--- src/rtl/mem_write_tracer.sv ---
// Write-transaction tracer: snoops the memory bus and records each write in a FIFO.
// A debounced pushbutton pops the head entry. Define TRACE_FILTER_EN to add an address-window filter.
module mem_write_tracer #(
    parameter int DEPTH           = 16,
    parameter int DEBOUNCE_CYCLES = 4
) (
    input  logic                       clock,
    input  logic                       reset,
    input  logic                       we_L,
    input  logic [15:0]                memAddr,
    input  logic [15:0]                memData,
    input  logic                       advance_L,
    input  logic                       clear,
`ifdef TRACE_FILTER_EN
    input  logic [15:0]                filterLo,
    input  logic [15:0]                filterHi,
`endif
    output logic [15:0]                traceAddr,
    output logic [15:0]                traceData,
    output logic [$clog2(DEPTH):0]     count,
    output logic                       empty,
    output logic                       full,
    output logic                       overflow,
    output logic [7:0]                 dropCount
);

    localparam int AW  = $clog2(DEPTH);
    localparam int CW  = AW + 1;
    localparam int DCW = $clog2(DEBOUNCE_CYCLES + 1);
    localparam int SYNC_STAGES = 2;

    // ---------------- pushbutton synchronizer and debouncer ----------------
    logic [SYNC_STAGES-1:0] sync_reg;
    logic                   db_reg;
    logic [DCW-1:0]         dbcnt_reg;
    logic                   sync_out;
    logic                   db_flip;
    logic                   pop_fire;

    genvar gi;
    generate
        for (gi = 0; gi < SYNC_STAGES; gi++) begin : g_sync
            always_ff @(posedge clock or posedge reset) begin
                if (reset) begin
                    sync_reg[gi] <= 1'b1;
                end else if (gi == 0) begin
                    sync_reg[gi] <= advance_L;
                end else begin
                    sync_reg[gi] <= sync_reg[(gi == 0) ? 0 : gi-1];
                end
            end
        end
    endgenerate

    assign sync_out = sync_reg[SYNC_STAGES-1];
    assign db_flip  = (sync_out != db_reg) && (dbcnt_reg == DCW'(DEBOUNCE_CYCLES - 1));
    // The pop happens on the same edge the debounced level falls.
    assign pop_fire = db_flip && db_reg;

    always_ff @(posedge clock or posedge reset) begin
        if (reset) begin
            db_reg    <= 1'b1;
            dbcnt_reg <= '0;
        end else if (sync_out == db_reg) begin
            dbcnt_reg <= '0;
        end else if (db_flip) begin
            db_reg    <= sync_out;
            dbcnt_reg <= '0;
        end else begin
            dbcnt_reg <= dbcnt_reg + DCW'(1);
        end
    end

    // ---------------- write-transaction detection ----------------
    logic we_prev_reg;
    logic in_range;
    logic push_req;

`ifdef TRACE_FILTER_EN
    assign in_range = (memAddr >= filterLo) && (memAddr <= filterHi);
`else
    assign in_range = 1'b1;
`endif

    assign push_req = !we_L && we_prev_reg && in_range;

    always_ff @(posedge clock or posedge reset) begin
        if (reset) begin
            we_prev_reg <= 1'b1;
        end else begin
            we_prev_reg <= we_L;
        end
    end

    // ---------------- FIFO ----------------
    logic [15:0]    addr_mem [DEPTH];
    logic [15:0]    data_mem [DEPTH];
    logic [AW-1:0]  wr_ptr_reg, rd_ptr_reg, rd_ptr_plus1;
    logic [CW-1:0]  count_reg, count_next;
    logic [15:0]    trace_addr_reg, trace_addr_next;
    logic [15:0]    trace_data_reg, trace_data_next;
    logic           overflow_reg;
    logic [7:0]     drop_reg;
    logic           is_empty, is_full;
    logic           pop_eff, push_eff, drop_eff;

    assign is_empty     = (count_reg == '0);
    assign is_full      = (count_reg == CW'(DEPTH));
    assign rd_ptr_plus1 = rd_ptr_reg + AW'(1);

    assign pop_eff  = pop_fire && !is_empty && !clear;
    assign push_eff = push_req && (!is_full || pop_eff) && !clear;
    assign drop_eff = push_req && is_full && !pop_eff && !clear;

    always_ff @(posedge clock) begin
        if (push_eff) begin
            addr_mem[wr_ptr_reg] <= memAddr;
            data_mem[wr_ptr_reg] <= memData;
        end
    end

    // Head register: the pushed word bypasses the array when it becomes head at once.
    always_comb begin
        count_next      = count_reg;
        trace_addr_next = trace_addr_reg;
        trace_data_next = trace_data_reg;
        if (push_eff && !pop_eff) begin
            count_next = count_reg + CW'(1);
        end else if (pop_eff && !push_eff) begin
            count_next = count_reg - CW'(1);
        end
        if (pop_eff) begin
            if (count_next == '0) begin
                trace_addr_next = '0;
                trace_data_next = '0;
            end else if (count_reg == CW'(1)) begin
                trace_addr_next = memAddr;
                trace_data_next = memData;
            end else begin
                trace_addr_next = addr_mem[rd_ptr_plus1];
                trace_data_next = data_mem[rd_ptr_plus1];
            end
        end else if (push_eff && is_empty) begin
            trace_addr_next = memAddr;
            trace_data_next = memData;
        end
    end

    always_ff @(posedge clock or posedge reset) begin
        if (reset) begin
            wr_ptr_reg     <= '0;
            rd_ptr_reg     <= '0;
            count_reg      <= '0;
            trace_addr_reg <= '0;
            trace_data_reg <= '0;
            overflow_reg   <= 1'b0;
            drop_reg       <= '0;
        end else if (clear) begin
            wr_ptr_reg     <= '0;
            rd_ptr_reg     <= '0;
            count_reg      <= '0;
            trace_addr_reg <= '0;
            trace_data_reg <= '0;
            overflow_reg   <= 1'b0;
            drop_reg       <= '0;
        end else begin
            if (push_eff) begin
                wr_ptr_reg <= wr_ptr_reg + AW'(1);
            end
            if (pop_eff) begin
                rd_ptr_reg <= rd_ptr_plus1;
            end
            count_reg      <= count_next;
            trace_addr_reg <= trace_addr_next;
            trace_data_reg <= trace_data_next;
            if (drop_eff) begin
                overflow_reg <= 1'b1;
                if (drop_reg != 8'hFF) begin
                    drop_reg <= drop_reg + 8'd1;
                end
            end
        end
    end

    assign traceAddr = trace_addr_reg;
    assign traceData = trace_data_reg;
    assign count     = count_reg;
    assign empty     = is_empty;
    assign full      = is_full;
    assign overflow  = overflow_reg;
    assign dropCount = drop_reg;

endmodule
--- config.mk ---
export PLATFORM = sky130hd
export DESIGN_NAME = mem_write_tracer
export DESIGN_NICKNAME = d
export VERILOG_FILES = /design/src/rtl/mem_write_tracer.sv
export SDC_FILE = /design/constraint.sdc
export NUM_CORES = 1
export LEC_CHECK = 0
export CAP_MARGIN = 20
export CORE_AREA = 2 2 241 243
export CTS_BUF_LIST = sky130_fd_sc_hd__clkbuf_16
export DETAILED_ROUTE_END_ITERATION = 8
export DIE_AREA = 0 0 243 245
export PLACE_DENSITY_LB_ADDON = 0.08
export SLEW_MARGIN = 5
export SYNTH_ARGS = -nofsm -noshare
export SYNTH_HDL_FRONTEND = slang
export SYNTH_SLANG_ARGS = --single-unit
--- constraint.sdc ---
create_clock -name clock -period 7.4 [get_ports clock]
set_input_delay 0.74 -clock clock [delete_from_list [all_inputs] [get_ports clock]]
set_output_delay 0.74 -clock clock [all_outputs]
set_load 0.02 [all_outputs]
Yosys cells after proc, flatten, opt, wreduce, memory -nomap -nowiden. Memories as Yosys holds them, arrays and structs flattened. Cells that the tools add are included.

Register bits after elaboration: 61. Bits in writable memories: 512. Output and inout port bits: 48. Logic and storage cells: 82. Memories: 2.

$add $sub $neg: 6. Equality and inequality tests: 6. Muxes and demuxes: 26. Bitwise operators: 1. Reductions and logical operators: 29.

Memories: addr_mem (depth 16, width 16, rd ports 1, clocked after memory_dff 0, wr ports 1, RTL line 96) `logic [15:0] addr_mem [DEPTH];`; data_mem (depth 16, width 16, rd ports 1, clocked after memory_dff 0, wr ports 1, RTL line 97) `logic [15:0] data_mem [DEPTH];`.

Operators with widths (count): two-way mux 16 bit (10); two-way mux 8 bit (3); two-way mux 4 bit (4); two-way mux 5 bit (3); logical AND 1 bit (13); zero test 5 bit (2); adder 4 x 1 -> 4 bit, second input constant (2); adder 8 x 1 -> 8 bit, second input constant (1); != test 8 bit, second input constant (1); nonzero test 2 bit (4); zero test 1 bit (6); two-way mux 3 bit (2); adder 5 x 1 -> 5 bit, second input constant (1); == test 5 x 1 -> 1 bit, second input constant (1); == test 5 bit, second input constant (1); subtractor 5 x 1 -> 5 bit, second input constant (1); two-way mux 1 bit (4); AND reduction 2 bit (2); adder 3 x 1 -> 3 bit, second input constant (1); == test 3 x 2 -> 1 bit, second input constant (1); nonzero test 3 bit (1); == test 1 bit (1); logical OR 1 bit (1); != test 1 bit (1); inverter 1 bit (1).

Longest topological paths before layout. Gate-level depths: netlist of the first run.

Depth in word-level cells: 16. Mapped depth: 13. Mapped depth without buffers: 10.

Worst setup path after synthesis of the first run. OpenSTA, ideal clock, no wires.

Path kind: register to register. Start: register count_reg[0], in the netlist count[0]. End: memory addr_mem[3][0], enable pin. Arrival time: 4030 ps. Required time: 6939 ps. Path slack: 2909 ps. Cell stages (with the launch flop): 8. Clock period less this slack: 4491 ps. Cells stage by stage: dfrtp_1 inv_1 ha_1 nor4bb_1 clkbuf_1 a211oi_1 nand2_1 nor3_1.

Elaborated cells on any way between the ends: 11. Those cells by class: 1 x eq/ne; 2 x mux; 8 x reduce/logical.

RTL lines: start, declared (RTL line 99) `logic [CW-1:0] count_reg, count_next;`; start signal, assigned (RTL line 173) `count_reg <= count_next;`; == test 5 bit (RTL line 108) `assign is_full = (count_reg == CW'(DEPTH));`; via full (RTL line 22) `output logic full,`; zero test 1 bit (RTL line 112) `assign push_eff = push_req && (!is_full || pop_eff) && !clear;`; logical OR 1 bit (RTL line 112); logical AND 1 bit (2 in series) (RTL line 112); two-way mux 1 bit (RTL line 116) `if (push_eff) begin`; two-way mux 1 bit (not written as such) (RTL line 117) `addr_mem[wr_ptr_reg] <= memAddr;`; end, declared (RTL line 96).

The timed path passes the listed nets, and every way through them passes these cells.

Worst setup path in the final report of the first run.
Start: register count_reg[1], in the netlist count[1]. End: output port full.

Longest elaborated chain between the ends: 1.

Ends and longest elaborated chain (RTL line): == test 5 bit (108); end, declared (22).

No other way between the ends.

==> reports/metrics.cfg, run 1 <==
[outcome]
status=finished clean

[setup_path]
required_ps=6660
worstSetupStartpointType=register
crit_arrival_ps=3140
path_class=reg2out
cp_max_fo=8
end_kind=primary output

[global_routing]
grt_use_total=0.194
grt_start_max_net_pins=116
antenna_found_initial=0
grt_overflow=0
grt_pass1_wl_microns=83500
grt_pass1_vias=11769

[synth]
synthCells=1045
netlist_area_sq_um=22600
synth_area_per_cell_sq_um=21.7
ys_ff_latch=573
synth_ff_type=edfxtp_1
yosys.area.top_type_share=0.679
yosys.cell_types.count=48
seq_area_frac_synth=0.747
yosysWarnings=0
synth_area_leaders=edfxtp_1 68%, mux4_2 16%, dfrtp_1 6.3%, mux2i_1 1.5%, o32ai_1 1.2%
yosysTopAreaCell=edfxtp_1
synth-edff-count=512
async_flop_share=0.106
syn_nets=1093

[clock_network]
clockRootBuffer=clkbuf_16
insertion_delay_ps=620
ctsHtreeMaxLevel=2
clock_path_buffers=3
cts_setup_buffers=0
clock_sinks=573
cts-buffers-inserted=61
cts_tree=done
clk_pin_slew_ps=60
cts_resized=0
postCtsHoldBufs=0

[layout]
layout_common_cells=512 x edfxtp_1, 160 x mux4_2, 83 x clkdlybuf4s50_1
reg.largest.list=addr_mem: 256 flops, data_mem: 256 flops
multi_input_area_sq_um=5590
drive_gt1_frac=0.262
instances_no_fill=1977
final_core_util=0.467
seq_area_sq_um=16900
final_cell_area_sq_um=26600
diodes=0
area_growth_pct=17.6
final_nets=1209
mostFrequentLayoutCell=edfxtp_1
num-fill-cells=4831

[power]
switching_share=0.213
powerDensity_nw_per_um2=258
combPwrFrac=0.044
switching_power_uw=1460
seqPwrFrac=0.521
internal_power_uw=5400
p_leak_uw=0.00834
max-vdd-ir-drop_mv=0.173
p_clk_frac=0.435

[route]
firstDrtPassIters=5
dr_total_vias=11095
routedWlPerCell_microns=28.4
drc=0
viasPerCell=5.61
drtIter0Drc=805
routed_wl_microns=56200
ant_nets=0

[die]
ios=85
dieArea_sq_um=59500
core-area_sq_um=57000
start_util=0.397
num_rows=88
die_w_microns=243
die_h_microns=245

[timing]
slew_headroom=0.313
fin_crit_ps=3880
skew_ps=12.9
hold_violations=0
worst_slew_pin_slew_ps=1020
rsz0062_at_grt=no
clock.fmax_mhz=258
fin_crit_sh=0.525
final.setup.tns_ps=0
finalMaxSlewViolations=0
setup_viol=0

[place]
place_area_sq_um=24600
place_inst=1863
numPortBuffers=84
routabilityCongestion=0.720
hpwl_microns=30400

[worst_hold_path]
hp-class=reg2reg

[job]
maxCapViolCount=0

worst paths after layout:
kind / startpoint / endpoint / slack (ps) / cells past startpoint
max: count[1] / full / 3520 / 4
min: sync_reg[0] / sync_out / 350 / 0
max reg2reg: count[1] / traceData[3] / 3610 / 11
min reg2reg: sync_reg[0] / sync_out / 350 / 0
max in group asynchronous: reset / rd_ptr_reg[0] / 5750 / 3
min in group asynchronous: reset / traceAddr[10] / 490 / 2
cells in the mapped netlist (2+ instances only):
| cell | count |
|---|---|
| nor2_1 | 35 |
| o21ai_0 | 2 |
| dfstp_2 | 4 |
| buf_2 | 2 |
| and4_1 | 2 |
| nor3_1 | 8 |
| inv_1 | 7 |
| mux4_2 | 160 |
| a211oi_1 | 5 |
| mux2i_1 | 34 |
| nand2b_1 | 3 |
| xnor2_1 | 10 |
| a31oi_1 | 2 |
| nand4_1 | 2 |
| clkbuf_1 | 50 |
| a21oi_1 | 7 |
| nand3_1 | 3 |
| a22oi_1 | 32 |
| nor2b_1 | 5 |
| ha_1 | 11 |
| o31a_1 | 2 |
| nand2_1 | 15 |
| o32ai_1 | 32 |
| buf_6 | 4 |
| xor2_1 | 8 |
| a32oi_1 | 2 |
| buf_1 | 6 |
| nor3b_1 | 2 |
| or4bb_1 | 3 |
| edfxtp_1 | 512 |
| nor4bb_1 | 2 |
| dfrtp_1 | 57 |
cell families (layout without fill, tap and decap cells):
| logic type | Yosys count | count (layout) | synth area share |
|---|---|---|---|
| buffers and inverters | 71 | 238 | 0.0134 |
| XOR/XNOR | 18 | 18 | 0.00697 |
| AND/OR/NAND/NOR | 88 | 88 | 0.0203 |
| flip-flops | 573 | 573 | 0.747 |
| multiplexers | 195 | 195 | 0.175 |
| AO/OA/AOI/OAI | 89 | 89 | 0.0314 |
| adder cells (fa/ha/maj) | 11 | 11 | 0.00608 |
per-layer routing:
layer | track usage | part of all wire
met1 | 0.284 | 0.47
met2 | 0.303 | 0.47
met3 | 0.0325 | 0.045
met4 | 0.0480 | 0.017
met5 | 0 | 0
cell type report:
cell class,count,area share
sequential,573,0.635
clock inverter,51,0.0144
clock buffer,63,0.0592
timing repair buffer,116,0.0435
inverter,8,0.00122
multi-input combinational,401,0.210
tap,765,0.0360
worst max-delay path, stage by stage, from the launching register on:
cell and delay (ps):
dfrtp_1 450, inv_1 240, ha_1 200, nor4bb_1 870
clkdlybuf4s50_1 770
power by group through the flow:
stage                     clock network (uW)  logic (uW)  registers, uW
after floorplan                            0         137           3650
after detailed placement                   0         303           3640
after global placement                     0         301           3640
final                                   2990         300           3580
after CTS                               3060         303           3580
after global routing                    3190         323           3580
through the flow:
step                      setup slack (ps)  total power, uW  hold WS [ps]
after CTS                             3490             6940           356
after global routing                  3260             7090           361
after global placement                3300             3940           347
after detailed placement              3310             3950           347
after floorplan                       2910             3790           345
final                                 3520             6870           355
No activity file was read; power rests on OpenSTA's default activity.
==> run 2: changes to the inputs <==
==> constraint.sdc (replaced) <==
create_clock -name clock -period 4 [get_ports clock]
set_input_delay 0.4 -clock clock [delete_from_list [all_inputs] [get_ports clock]]
set_output_delay 0.4 -clock clock [all_outputs]
set_load 0.02 [all_outputs]
==> run 2 against run 1 <==
  * Count of clock-buffer cells in the layout up 6
  * Sequential cell count unchanged
  * Die area did not move
  * Clock power grew 100%
  * Clock skew up 11 ps
  * Critical endpoint is now traceData[14]
==> reports/metrics.cfg, run 2 (synthesized netlist as in run 1, its figures left out) <==
[route]
dr_total_vias=11083  ; was 11095
drtIter0Drc=762  ; was 805
firstDrtPassIters=4  ; was 5
ant_nets=0  ; unchanged
routed_wl_microns=54100  ; was 56200 microns
routedWlPerCell_microns=27.0  ; was 28.4 microns
drc=0  ; unchanged
viasPerCell=5.52  ; was 5.61

[layout]
final_nets=1239  ; was 1209
final_cell_area_sq_um=27100  ; was 26600 sq um
layout_common_cells=512 x edfxtp_1, 160 x mux4_2, 83 x clkdlybuf4s50_1  ; unchanged
drive_gt1_frac=0.274  ; was 0.262
mostFrequentLayoutCell=edfxtp_1  ; unchanged
area_growth_pct=19.7  ; was 17.6%
reg.largest.list=addr_mem: 256 flops, data_mem: 256 flops  ; unchanged
instances_no_fill=2009  ; was 1977

[global_routing]
met2_usage=0.303  ; unchanged
grt_pass1_wl_microns=80500  ; was 83500 microns
gr-usage-met1=0.259  ; was 0.284
grt_util_met3=0.0346  ; was 0.0325
grt_pass1_vias=11737  ; was 11769
grt_overflow=0  ; unchanged
grt_start_max_net_pins=71  ; was 116
busiest_layer=met2  ; unchanged
grt_use_total=0.186  ; was 0.194
antenna_found_initial=1  ; was 0

[power]
powerDensity_nw_per_um2=485  ; was 258 nW/um^2
seqPwrFrac=0.504  ; was 0.521
p_clk_frac=0.455  ; was 0.435
switching_share=0.207  ; was 0.213
p_leak_uw=0.00858  ; was 0.00834 uW
switching_power_uw=2710  ; was 1460 uW
combPwrFrac=0.041  ; was 0.044
internal_power_uw=10400  ; was 5400 uW
max-vdd-ir-drop_mv=0.279  ; was 0.173 mV

[place]
place_area_sq_um=24900  ; was 24600 sq um
routabilityCongestion=0.750  ; was 0.720
place_inst=1888  ; was 1863
numPortBuffers=84  ; unchanged
hpwl_microns=30300  ; was 30400 microns

[timing]
slew_headroom=0.317  ; was 0.313
finalMaxSlewViolations=0  ; unchanged
final.setup.tns_ps=0  ; unchanged
hold_violations=0  ; unchanged
rsz0062_at_grt=no  ; unchanged
fin_crit_ps=3530
skew_ps=23.5  ; was 12.9 ps
fin_hold_ws_ps=130  ; was 355 ps
setup_viol=0  ; unchanged
fin_crit_sh=0.881
clock.fmax_mhz=284
worst_slew_pin_slew_ps=1020  ; about the same

[clock_network]
ctsHtreeMaxLevel=3  ; was 2
clock_sinks=573  ; unchanged
cts-buffers-inserted=66  ; was 61
cts_resized=0  ; unchanged
cts_tree=done  ; unchanged
insertion_delay_ps=590  ; was 620 ps
clock_path_buffers=3  ; unchanged
clk_pin_slew_ps=60  ; about the same
clockRootBuffer=clkbuf_16  ; unchanged
postCtsHoldBufs=0  ; unchanged
cts_setup_buffers=0  ; unchanged

[die]
start_util=0.397  ; unchanged
num_rows=88  ; unchanged
core-area_sq_um=57000  ; unchanged
die_w_microns=243  ; unchanged
ios=85  ; unchanged
dieArea_sq_um=59500  ; unchanged
die_h_microns=245  ; unchanged

[setup_path]
required_ps=4410  ; was 6660 ps
cp_max_fo=32  ; was 8
end_kind=register  ; was primary output
worstSetupStartpointType=register  ; unchanged
crit_arrival_ps=3940  ; was 3140 ps
reg2reg_setup_slack_ps=470  ; was 3610 ps
path_class=reg2reg  ; was reg2out

[worst_hold_path]
hp-class=in2reg  ; was reg2reg

[job]
maxCapViolCount=0  ; unchanged

[outcome]
status=finished clean  ; unchanged

-- run 2: changes by cell type in the layout (fill, tap and decap cells not counted), sizes merged, moves of 2 or more --
| cell | before | now |
|---|---|---|
| buf | 33 | 58 |
| clkinv | 36 | 26 |
| inv | 15 | 22 |
| clkbuf | 63 | 69 |
| bufinv | 6 | 8 |
-- run 2: path summary, 6_finish.rpt --
kind,startpoint,to,depth (start not counted)
setup / recovery,count[1],traceData[14],11
hold / removal,clear,count[0],2
setup reg to reg,count[1],traceData[14],11
hold reg to reg,sync_reg[0],sync_out,0
max in group asynchronous,reset,traceAddr[12],3
min in group asynchronous,reset,dropCount[5],2
-- run 2: layer usage --
layer / up-vias / part of all wire
met5: - / 0
met1: 6060 / 0.45
met3: 58 / 0.044
met4: 0 / 0.016
li1: 4738 / -
met2: 227 / 0.49
-- run 2: per-stage QoR --
stage	total power [uW]	setup slack [ps]	util
2_1_floorplan	7010	-490	-
3_3_place_gp	7270	597	0.437
3_5_place_dp	7290	469	0.437
4_1_cts	13300	453	0.475
5_1_grt	13600	224	0.475
6_report	13100	474	0.475
-- run 2: final cells by class --
| cell class | count | area [sq um] |
|---|---|---|
| fillers | 4823 | 29900 |
| flip-flops and latches | 573 | 16900 |
| multi-input cells | 401 | 5600 |
| clock buffers | 69 | 1730 |
| repair buffers | 141 | 1430 |
| well taps | 765 | 957 |
| clock inverters | 51 | 435 |
| inverters | 8 | 32.5 |
| diodes | 1 | 2.50 |
-- run 2: power groups by stage --
stage	clock network, uW	registers, uW	logic, uW
after floorplan	0	6750	254
after global placement	0	6740	532
after detailed placement	0	6740	543
after CTS	6140	6620	544
after global routing	6390	6620	580
final	5980	6620	536
-- run 2: worst max-delay path, stage by stage, from the launching register on --
cell       delay [ps]
dfrtp_1           440
inv_1             160
ha_1              220
or3b_1            280
or2_1             310
clkinv_2          150
nor4_2            440
a21boi_0          180
o31a_1            360
a2111oi_4         380
buf_12            280
o32ai_1           150
